<file path="src/rtl/mem_bus_arbiter.sv">
// Two-master round-robin arbiter merging instruction and data valid/ready ports onto one
// registered memory port, with a per-transaction watchdog and a one-cycle response phase.
module mem_bus_arbiter #(
    parameter int unsigned ADDR_WIDTH = 32,
    parameter int unsigned WORD_WIDTH = 32,
    parameter int unsigned TIMEOUT    = 255
) (
    input  logic                  clk,
    input  logic                  rst,

    input  logic                  imem_valid_i,
    input  logic [ADDR_WIDTH-1:0] imem_addr_i,
    input  logic [WORD_WIDTH-1:0] imem_wdata_i,
    input  logic [3:0]            imem_we_i,
    output logic                  imem_ready_o,
    output logic [WORD_WIDTH-1:0] imem_rdata_o,
    output logic                  imem_err_o,

    input  logic                  dmem_valid_i,
    input  logic [ADDR_WIDTH-1:0] dmem_addr_i,
    input  logic [WORD_WIDTH-1:0] dmem_wdata_i,
    input  logic [3:0]            dmem_we_i,
    output logic                  dmem_ready_o,
    output logic [WORD_WIDTH-1:0] dmem_rdata_o,
    output logic                  dmem_err_o,

    output logic                  mem_valid_o,
    input  logic                  mem_ready_i,
    output logic [ADDR_WIDTH-1:0] mem_addr_o,
    output logic [WORD_WIDTH-1:0] mem_wdata_o,
    output logic [3:0]            mem_we_o,
    input  logic [WORD_WIDTH-1:0] mem_rdata_i
);

    localparam int unsigned   CW        = $clog2(TIMEOUT + 1);
    localparam logic [CW-1:0] WDOG_LAST = CW'(TIMEOUT - 1);
    localparam logic          GRANT_I   = 1'b0;

    typedef enum logic [2:0] {
        StIdle,
        StBusyI,
        StBusyD,
        StRespI,
        StRespD
    } state_e;

    state_e                  state_q, state_d;
    logic                    last_grant_q, last_grant_d;
    logic [CW-1:0]           wdog_q, wdog_d;

    logic                    mem_valid_q, mem_valid_d;
    logic [ADDR_WIDTH-1:0]   mem_addr_q, mem_addr_d;
    logic [WORD_WIDTH-1:0]   mem_wdata_q, mem_wdata_d;
    logic [3:0]              mem_we_q, mem_we_d;

    logic                    imem_ready_q, imem_ready_d;
    logic                    imem_err_q, imem_err_d;
    logic [WORD_WIDTH-1:0]   imem_rdata_q, imem_rdata_d;
    logic                    dmem_ready_q, dmem_ready_d;
    logic                    dmem_err_q, dmem_err_d;
    logic [WORD_WIDTH-1:0]   dmem_rdata_q, dmem_rdata_d;

    logic                    pick_dmem;
    logic                    txn_abort;
    logic                    txn_done;
    logic [WORD_WIDTH-1:0]   txn_rdata;

    // On a tie the side that did not win last time is served.
    assign pick_dmem = dmem_valid_i && (!imem_valid_i || (last_grant_q == GRANT_I));

    // A handshake on the final watchdog cycle still counts as success.
    assign txn_abort = !mem_ready_i && (wdog_q == WDOG_LAST);
    assign txn_done  = mem_ready_i || txn_abort;
    assign txn_rdata = mem_ready_i ? mem_rdata_i : '0;

    always_comb begin
        state_d      = state_q;
        last_grant_d = last_grant_q;
        wdog_d       = wdog_q;
        mem_valid_d  = mem_valid_q;
        mem_addr_d   = mem_addr_q;
        mem_wdata_d  = mem_wdata_q;
        mem_we_d     = mem_we_q;
        imem_ready_d = 1'b0;
        imem_err_d   = 1'b0;
        imem_rdata_d = imem_rdata_q;
        dmem_ready_d = 1'b0;
        dmem_err_d   = 1'b0;
        dmem_rdata_d = dmem_rdata_q;

        unique case (state_q)
            StIdle: begin
                if (pick_dmem) begin
                    state_d      = StBusyD;
                    last_grant_d = ~GRANT_I;
                    wdog_d       = '0;
                    mem_valid_d  = 1'b1;
                    mem_addr_d   = dmem_addr_i;
                    mem_wdata_d  = dmem_wdata_i;
                    mem_we_d     = dmem_we_i;
                end else if (imem_valid_i) begin
                    state_d      = StBusyI;
                    last_grant_d = GRANT_I;
                    wdog_d       = '0;
                    mem_valid_d  = 1'b1;
                    mem_addr_d   = imem_addr_i;
                    mem_wdata_d  = imem_wdata_i;
                    mem_we_d     = imem_we_i;
                end
            end
            StBusyI, StBusyD: begin
                if (txn_done) begin
                    mem_valid_d = 1'b0;
                    if (state_q == StBusyD) begin
                        state_d      = StRespD;
                        dmem_ready_d = 1'b1;
                        dmem_err_d   = txn_abort;
                        dmem_rdata_d = txn_rdata;
                    end else begin
                        state_d      = StRespI;
                        imem_ready_d = 1'b1;
                        imem_err_d   = txn_abort;
                        imem_rdata_d = txn_rdata;
                    end
                end else begin
                    wdog_d = wdog_q + CW'(1);
                end
            end
            StRespI, StRespD: begin
                state_d = StIdle;
            end
            default: begin
                state_d = StIdle;
            end
        endcase
    end

    always_ff @(posedge clk) begin
        if (rst) begin
            state_q      <= StIdle;
            last_grant_q <= GRANT_I;
            wdog_q       <= '0;
            mem_valid_q  <= 1'b0;
            mem_addr_q   <= '0;
            mem_wdata_q  <= '0;
            mem_we_q     <= '0;
            imem_ready_q <= 1'b0;
            imem_err_q   <= 1'b0;
            imem_rdata_q <= '0;
            dmem_ready_q <= 1'b0;
            dmem_err_q   <= 1'b0;
            dmem_rdata_q <= '0;
        end else begin
            state_q      <= state_d;
            last_grant_q <= last_grant_d;
            wdog_q       <= wdog_d;
            mem_valid_q  <= mem_valid_d;
            mem_addr_q   <= mem_addr_d;
            mem_wdata_q  <= mem_wdata_d;
            mem_we_q     <= mem_we_d;
            imem_ready_q <= imem_ready_d;
            imem_err_q   <= imem_err_d;
            imem_rdata_q <= imem_rdata_d;
            dmem_ready_q <= dmem_ready_d;
            dmem_err_q   <= dmem_err_d;
            dmem_rdata_q <= dmem_rdata_d;
        end
    end

    assign mem_valid_o  = mem_valid_q;
    assign mem_addr_o   = mem_addr_q;
    assign mem_wdata_o  = mem_wdata_q;
    assign mem_we_o     = mem_we_q;
    assign imem_ready_o = imem_ready_q;
    assign imem_err_o   = imem_err_q;
    assign imem_rdata_o = imem_rdata_q;
    assign dmem_ready_o = dmem_ready_q;
    assign dmem_err_o   = dmem_err_q;
    assign dmem_rdata_o = dmem_rdata_q;

endmodule

</file>
<file path="config.mk">
export PLATFORM = sky130hd
export DESIGN_NAME = mem_bus_arbiter
export DESIGN_NICKNAME = d
export VERILOG_FILES = /design/src/rtl/mem_bus_arbiter.sv
export SDC_FILE = /design/constraint.sdc
export NUM_CORES = 1
export LEC_CHECK = 0
export BUFFER_PORTS_ARGS = -buffer_cell sky130_fd_sc_hd__buf_2
export CAP_MARGIN = 20
export CORE_MARGIN = 4
export CORE_UTILIZATION = 45
export DETAILED_ROUTE_END_ITERATION = 10
export GPL_ROUTABILITY_DRIVEN = 0
export PLACE_DENSITY = 0.83
export SYNTH_ARGS = -nofsm -noshare
export SYNTH_HDL_FRONTEND = slang
export SYNTH_SLANG_ARGS = --single-unit
</file>
<file path="constraint.sdc">
create_clock -name clk -period 2 [get_ports clk]
set_clock_uncertainty 0.05 [all_clocks]
set_input_delay 0.1 -clock clk [delete_from_list [all_inputs] [get_ports clk]]
set_output_delay 0.1 -clock clk [all_outputs]
set_load 0.02 [all_outputs]
</file>
==> results of run 1 <==
## metrics by stage
step / total power (W) / worst slack, ns
after floorplan: 0.00465 / 0.339
after global routing: 0.00918 / 0.0557
after CTS: 0.00871 / 0.116
after detailed placement: 0.00532 / 0.150
final: 0.00884 / 0.144
after global placement: 0.00528 / 0.213
## power by group
group | total, W | switching, W | internal [W]
clock | 0.00322 | 0.00123 | 0.00199
combinational | 0.00218 | 0.00127 | 0.000913
sequential | 0.00345 | 0.000186 | 0.00326
## flip-flops by register name (all words and copies together) (netlist names)
signal        flops
dmem_rdata_o     32
imem_rdata_o     32
mem_addr_o       32
mem_wdata_o      32
wdog_q            8
mem_we_o          4
state_q           3
dmem_err_o        1
dmem_ready_o      1
imem_err_o        1
imem_ready_o      1
last_grant_q      1
mem_valid_o       1
## cell type report
class	count	area [sq um]	area share, %
Sequential cell	149	2980	31.0
Tap cell	172	215	2.24
Inverter	3	11.3	0.117
Antenna cell	1	2.50	0.0260
Clock inverter	13	155	1.61
Timing Repair Buffer	464	3140	32.6
Clock buffer	19	443	4.60
Multi-Input combinational cell	338	2680	27.8
## routing by layer
metal	routed length [um]	track usage [%]
met1	8230	31.6
met5	12	0
met2	10900	49.9
met3	2200	7.87
met4	1460	19.8
## final timing paths
kind                                                     from                       endpoint
worst max-delay path                             imem_valid_i    mem_addr_o[28]$_SDFFE_PP0P_
worst min-delay path                         imem_wdata_i[11]   mem_wdata_o[11]$_SDFFE_PP0P_
worst max register to register        state_q[0]$_SDFFE_PP0P_         wdog_q[6]$_SDFFE_PP0P_
worst min register to register  dmem_rdata_o[26]$_SDFFE_PP0P_  dmem_rdata_o[26]$_SDFFE_PP0P_
## placed cells by master, fill, tap and decap left out, types with 3 or more instances in the layout
master / netlist / routed
a21oi_1: 5 / 3
a211oi_1: 69 / 68
clkinvlp_4: 0 / 3
clkinv_2: 0 / 5
a31oi_1: 4 / 4
mux2i_1: 68 / 68
dfxtp_1: 149 / 149
dlygate4sd3_1: 0 / 131
and2_1: 6 / 6
nand2_1: 3 / 3
buf_12: 0 / 8
buf_4: 15 / 16
a32o_1: 64 / 64
bufinv_16: 0 / 3
buf_2: 20 / 309
nand3_1: 11 / 11
nor2_1: 70 / 70
clkbuf_16: 0 / 17
inv_1: 3 / 3
## worst min-delay path: stages
cell	delay, ns
buf_2	0.10
mux2i_1	0.13
a211oi_1	0.09
## timing repair
action / CTS / global route
endpoints found under the setup margin: 0 / 4
hold buffers: 130 / 1
resized for setup: 0 / 1
buffers inserted: 0 / 7
hold endpoints to repair: 121 / 1
## cells by family (layout without fill, tap and decap cells)
family | after synthesis | after routing
AOI/OAI and AO/OA | 156 | 156
xor gates and xnor gates | 1 | 1
adders and majority gates | 2 | 2
buffers and inverters | 59 | 499
DFF | 149 | 149
muxes | 69 | 69
other | 0 | 1
and+or+nand+nor | 110 | 110
==> flow_summary.yaml, run 1 <==
run_status:
  status: "complete, no violations"
final_layout:
  drive_gt1_share_pct: 38.6
  layout-area-overhead-vs-synth_pct: 61.4
  finalNonFillerCells: 1159
  final_util_pct: 75.4
  final_nets: 1148
  fin_area_sq_um: 9630
  fillers: 767
yosys:
  synth_top_area_share_pct: 50.0
  yosysMostFrequentCell: "dfxtp_1"
  synth_edf_count: 0
  yosysWarnings: 0
  ys_seq_elements: 149
  synth_top_family_by_area: "compound AO/OA/AOI/OAI gates"
  synth-xor-area-share_pct: 0.462
  synth_compound_area_share_pct: 22.6
  syn_nets: 721
  synth-adder-area-share_pct: 0.420
  synth_area_sq_um: 5960
  yosys.area.top_type: "dfxtp_1"
  synthMuxAreaShare_pct: 11.6
  syn-instance-count: 546
  avgSynthCellArea_sq_um: 10.9
  synthTopCellsByArea: "dfxtp_1 50%, mux2i_1 11%, a32o_1 11%"
  synth-simple-area-share_pct: 9.34
  ys_async_sr_fraction_pct: 0
  seq_area_frac_synth_pct: 50.0
  ys_types: 46
  synth_ff_type: "dfxtp_1"
  synthTopCellsByCount: "149 x dfxtp_1, 70 x nor2_1, 69 x a211oi_1, 68 x mux2i_1, 64 x a32o_1"
global_routing:
  grtUsageTotal_pct: 29.2
  overflow: 0
  grt_pass1_vias: 6636
  antenna_found_initial: 1
  grt_max_degree: 52
  grt_pass1_wl_um: 34500
floorplanning:
  dieArea_sq_um: 15200
  fp.dieH_um: 123
  dieWidth_um: 123
  coreArea_sq_um: 12800
  rows: 41
  start_util_pct: 46.7
  ios: 310
timing:
  max_freq_mhz: 539
  fin_setup_tns_ns: 0
  period_minus_slack_ns: 1.86
  rsz0062_at_grt: "false"
  fin_crit_sh_pct: 92.8
  max_slew_margin_pct: 36.3
  max_slew.worst_pin.slew_ns: 0.954
  hold_slack_ns: 0.0116
  finalHoldViolCount: 0
  drv_slew: 0
  setup-violations-final: 0
worst_setup_path:
  critPathKind: "in2reg"
  rrSetupSlack_ns: 0.15
  start_kind: "input pin"
  path_depth: 6
  path_buf_inv: 3
  max_stage_delay_ns: 0.59
  crit_fanout: 7
  crit_required_ns: 2.26
  crit_path_top_delay_cell: "dlygate4sd3_1"
  crit_family: "buffers and inverters"
  crit_path_end_kind: "register"
  rr_worst_depth: 4
  crit_top_cell: "dlygate4sd3_1"
  arrival_ns: 2.11
  path_cells: "dlygate4sd3_1 > buf_2 > a21boi_4 > mux2i_1 > dlygate4sd3_1 > a211oi_1"
clock_tree:
  cts.clk_slew.worst_paths_ns: 0.06
  clock_latency_ns: 0.41
  clockBufferDepth: 2
  cts_root_buf: "clkbuf_16"
  cts_sinks: 149
  cts_made_buffers: 17
  cts_tree: "yes"
  cts.htree.levels: 4
drt:
  drc: 0
  antenna_left: 0
  wl_per_cell_um: 19.7
  drt-initial-drc-count: 375
  routed-via-count: 6481
  first_pass_iters: 5
  drt-total-wl_um: 22800
  viasPerCell: 5.59
power_and_ir_drop:
  p_per_area_nw_per_um2: 919
  irDropWorstVdd_uv: 677
  p_leak_nw: 4.48
placed_design:
  dp_cells: 988
  numPortBuffers: 309
  place_area_sq_um: 7660
  dp_hpwl_um: 12700
worst_hold_path:
  holdPathStages: 3
  min_path_type: "in2reg"
job:
  maxCapViolCount: 0
No activity file was read; power rests on OpenSTA's default activity.
==> run 2: changes to the inputs <==
--- a/config.mk
+++ b/config.mk
@@ -5,10 +5,11 @@
 export SDC_FILE = /design/constraint.sdc
 export NUM_CORES = 1
 export LEC_CHECK = 0
+export ABC_AREA = 1
 export BUFFER_PORTS_ARGS = -buffer_cell sky130_fd_sc_hd__buf_2
 export CAP_MARGIN = 20
-export CORE_MARGIN = 4
-export CORE_UTILIZATION = 45
+export CORE_MARGIN = 5
+export CORE_UTILIZATION = 46
 export DETAILED_ROUTE_END_ITERATION = 10
 export GPL_ROUTABILITY_DRIVEN = 0
 export PLACE_DENSITY = 0.83
==> run 2 against run 1 <==
Net effect: synthesized cell count is 48% higher; largest cell class unchanged; highest routed layer is now met4; core utilization is 0.77 points higher; cell count is 23% higher; hold slack better by 0.0028 ns; count of clock-buffer cells in the layout is 3 higher; largest power group is now combinational cells.
==> flow_summary.yaml, run 2 <==
clock_tree:
  cts_sinks: 149
  cts.htree.levels: 4
  cts_tree: "yes"
  clockBufferDepth: 2
  cts_made_buffers: 17
  clock_latency_ns: 0.41
  cts.clk_slew.worst_paths_ns: 0.06
  cts_root_buf: "clkbuf_16"
yosys:
  ys_seq_elements: 149
  yosysWarnings: 0
  synth_top_family_by_area: "simple AND/OR/NAND/NOR gates"
  synth_ff_type: "dfxtp_1"
  syn_nets: 983
  synth-adder-area-share_pct: 0.396
  synth_edf_count: 0
  avgSynthCellArea_sq_um: 7.82
  ys_types: 29
  synth_top_area_share_pct: 47.2
  synth-simple-area-share_pct: 28.4
  synth-xor-area-share_pct: 0.277
  synthMuxAreaShare_pct: 0
  synth_area_sq_um: 6320
  synth_compound_area_share_pct: 17.3
  yosys.area.top_type: "dfxtp_1"
  synthTopCellsByArea: "dfxtp_1 47%, nand2_1 15%, o211a_1 11%"
  synthTopCellsByCount: "252 x nand2_1, 149 x dfxtp_1, 131 x nand3_1, 68 x o211a_1, 45 x a21oi_1"
  syn-instance-count: 808
  seq_area_frac_synth_pct: 47.2
  ys_async_sr_fraction_pct: 0
  yosysMostFrequentCell: "nand2_1"
drt:
  antenna_left: 0
  highest_layer: "met4"
  routed-via-count: 8115
  wl_met3_um: 2650
  drc: 0
  first_pass_iters: 8
  drt-total-wl_um: 28100
  wl_met2_um: 13800
  drt-initial-drc-count: 859
  drt-met1-wl_um: 9510
  viasPerCell: 5.68
  wl_per_cell_um: 19.6
floorplanning:
  rows: 42
  ios: 310
  coreArea_sq_um: 13300
  start_util_pct: 47.3
  dieArea_sq_um: 16200
  fp.dieH_um: 127
  dieWidth_um: 127
timing:
  max_slew.worst_pin.slew_ns: 0.651
  finalHoldViolCount: 0
  fin_crit_sh_pct: 95.8
  max_freq_mhz: 522
  setup-violations-final: 0
  rsz0062_at_grt: "false"
  fin_setup_tns_ns: 0
  max_slew_margin_pct: 56.6
  period_minus_slack_ns: 1.92
  drv_slew: 0
power_and_ir_drop:
  irDropWorstVdd_uv: 764
  p_per_area_nw_per_um2: 1270
  p_leak_nw: 5.35
worst_setup_path:
  arrival_ns: 2.22
  critPathKind: "reg2reg"
  crit_family: "buffers and inverters"
  crit_fanout: 36
  path_buf_inv: 2
  rrSetupSlack_ns: 0.08
  max_stage_delay_ns: 0.57
  path_cells: "a21oi_4 > buf_12 > nand2_1 > nand3_1 > dlygate4sd3_1 > o211a_1"
  crit_path_end_kind: "register"
  crit_path_top_delay_cell: "dlygate4sd3_1"
  start_kind: "register"
  crit_required_ns: 2.30
global_routing:
  overflow: 0
  grtUsageTotal_pct: 33.1
  grt_max_degree: 72
  antenna_found_initial: 0
  grt_pass1_wl_um: 42800
  grt_pass1_vias: 8119
worst_hold_path:
  min_path_type: "in2reg"
final_layout:
  fin_area_sq_um: 10200
  layout_commonest_cell: "buf_2"
  n_antenna_cell: 0
  multi_input_area_sq_um: 2940
  final_nets: 1417
  layout-area-overhead-vs-synth_pct: 60.9
  final_cell_mix: "309 x buf_2, 251 x nand2_1, 149 x dfxtp_1, 149 x dlygate4sd3_1, 131 x nand3_1"
  fillers: 831
  drive_gt1_share_pct: 30.2
  ff_latch_area_sq_um: 2980
placed_design:
  dp_hpwl_um: 14200
  place_area_sq_um: 7940
  numPortBuffers: 309
run_status:
  status: "complete, no violations"
job:
  maxCapViolCount: 0
==> run 2: worst paths after layout <==
check / startpoint / to / depth (start not counted)
worst min-delay path: dmem_wdata_i[29] / mem_wdata_o[29]$_SDFFE_PP0P_ / 4
worst min register to register: dmem_rdata_o[12]$_SDFFE_PP0P_ / dmem_rdata_o[12]$_SDFFE_PP0P_ / 2
worst max-delay path: last_grant_q$_SDFFE_PP0P_ / mem_we_o[3]$_SDFFE_PP0P_ / 6
worst max register to register: last_grant_q$_SDFFE_PP0P_ / mem_we_o[3]$_SDFFE_PP0P_ / 6
==> run 2: report_power, final <==
group / internal [W] / leakage (nW) / switching [W] / total [W]
registers: 0.00374 / 1.22 / 0.000486 / 0.00422
clock network: 0.00211 / 0.296 / 0.00123 / 0.00334
logic: 0.00202 / 3.83 / 0.00332 / 0.00534
==> run 2: routing by layer <==
layer	GRT usage, %	up-vias
met2	56.6	630
met4	23.3	0
met5	0	-
met3	8.68	194
met1	35.4	3711
li1	-	3580
==> run 2: kinds of logic (layout without fill, tap and decap cells) <==
family / after synthesis / count (layout)
flops: 149 / 149
fa+ha+maj: 2 / 2
buf+inv: 90 / 535
xor+xnor: 2 / 2
compound gates: 145 / 145
simple gates: 420 / 420
==> run 2: area by class of cell <==
class / instances / area share, %
clock buffers: 22 / 4.86
clock inverters: 8 / 1.21
inverters: 27 / 1.02
multi-input cells: 569 / 29.0
flip-flops and latches: 149 / 29.4
well taps: 176 / 2.17
repair buffers: 478 / 32.4
==> run 2: worst register-to-register path, delay by kind of cell, from the launching register on <==
family	cells	cell delay (ns)
buffers and inverters	2	0.82
AO/OA/AOI/OAI	2	0.43
flip-flops	1	0.33
AND/OR/NAND/NOR	2	0.22
==> run 2: stage by stage <==
step | setup WS, ns | instances | total power [W] | hold slack (ns) | util, %
finish | 0.0837 | 1429 | 0.0129 | 0.0144 | 76.1
global route | 0.0160 | 1429 | 0.0135 | 0.0150 | 76.1
CTS | 0.0240 | 1423 | 0.0123 | 0.00177 | 75.3
detailed placement | 0.160 | 1244 | 0.00867 | 0.316 | 59.5
global placement | 0.212 | 1244 | 0.00859 | 0.311 | 59.5
floorplan | 0.561 | 808 | 0.00719 | 0.191 | -
==> run 2: what timing repair did <==
action                                  in CTS  in global routing
hold endpoints to repair                   125                  0
endpoints found under the setup margin       0                 20
hold buffers                               149                  0
buffers inserted                             0                  3
gates resized for setup                      0                  6
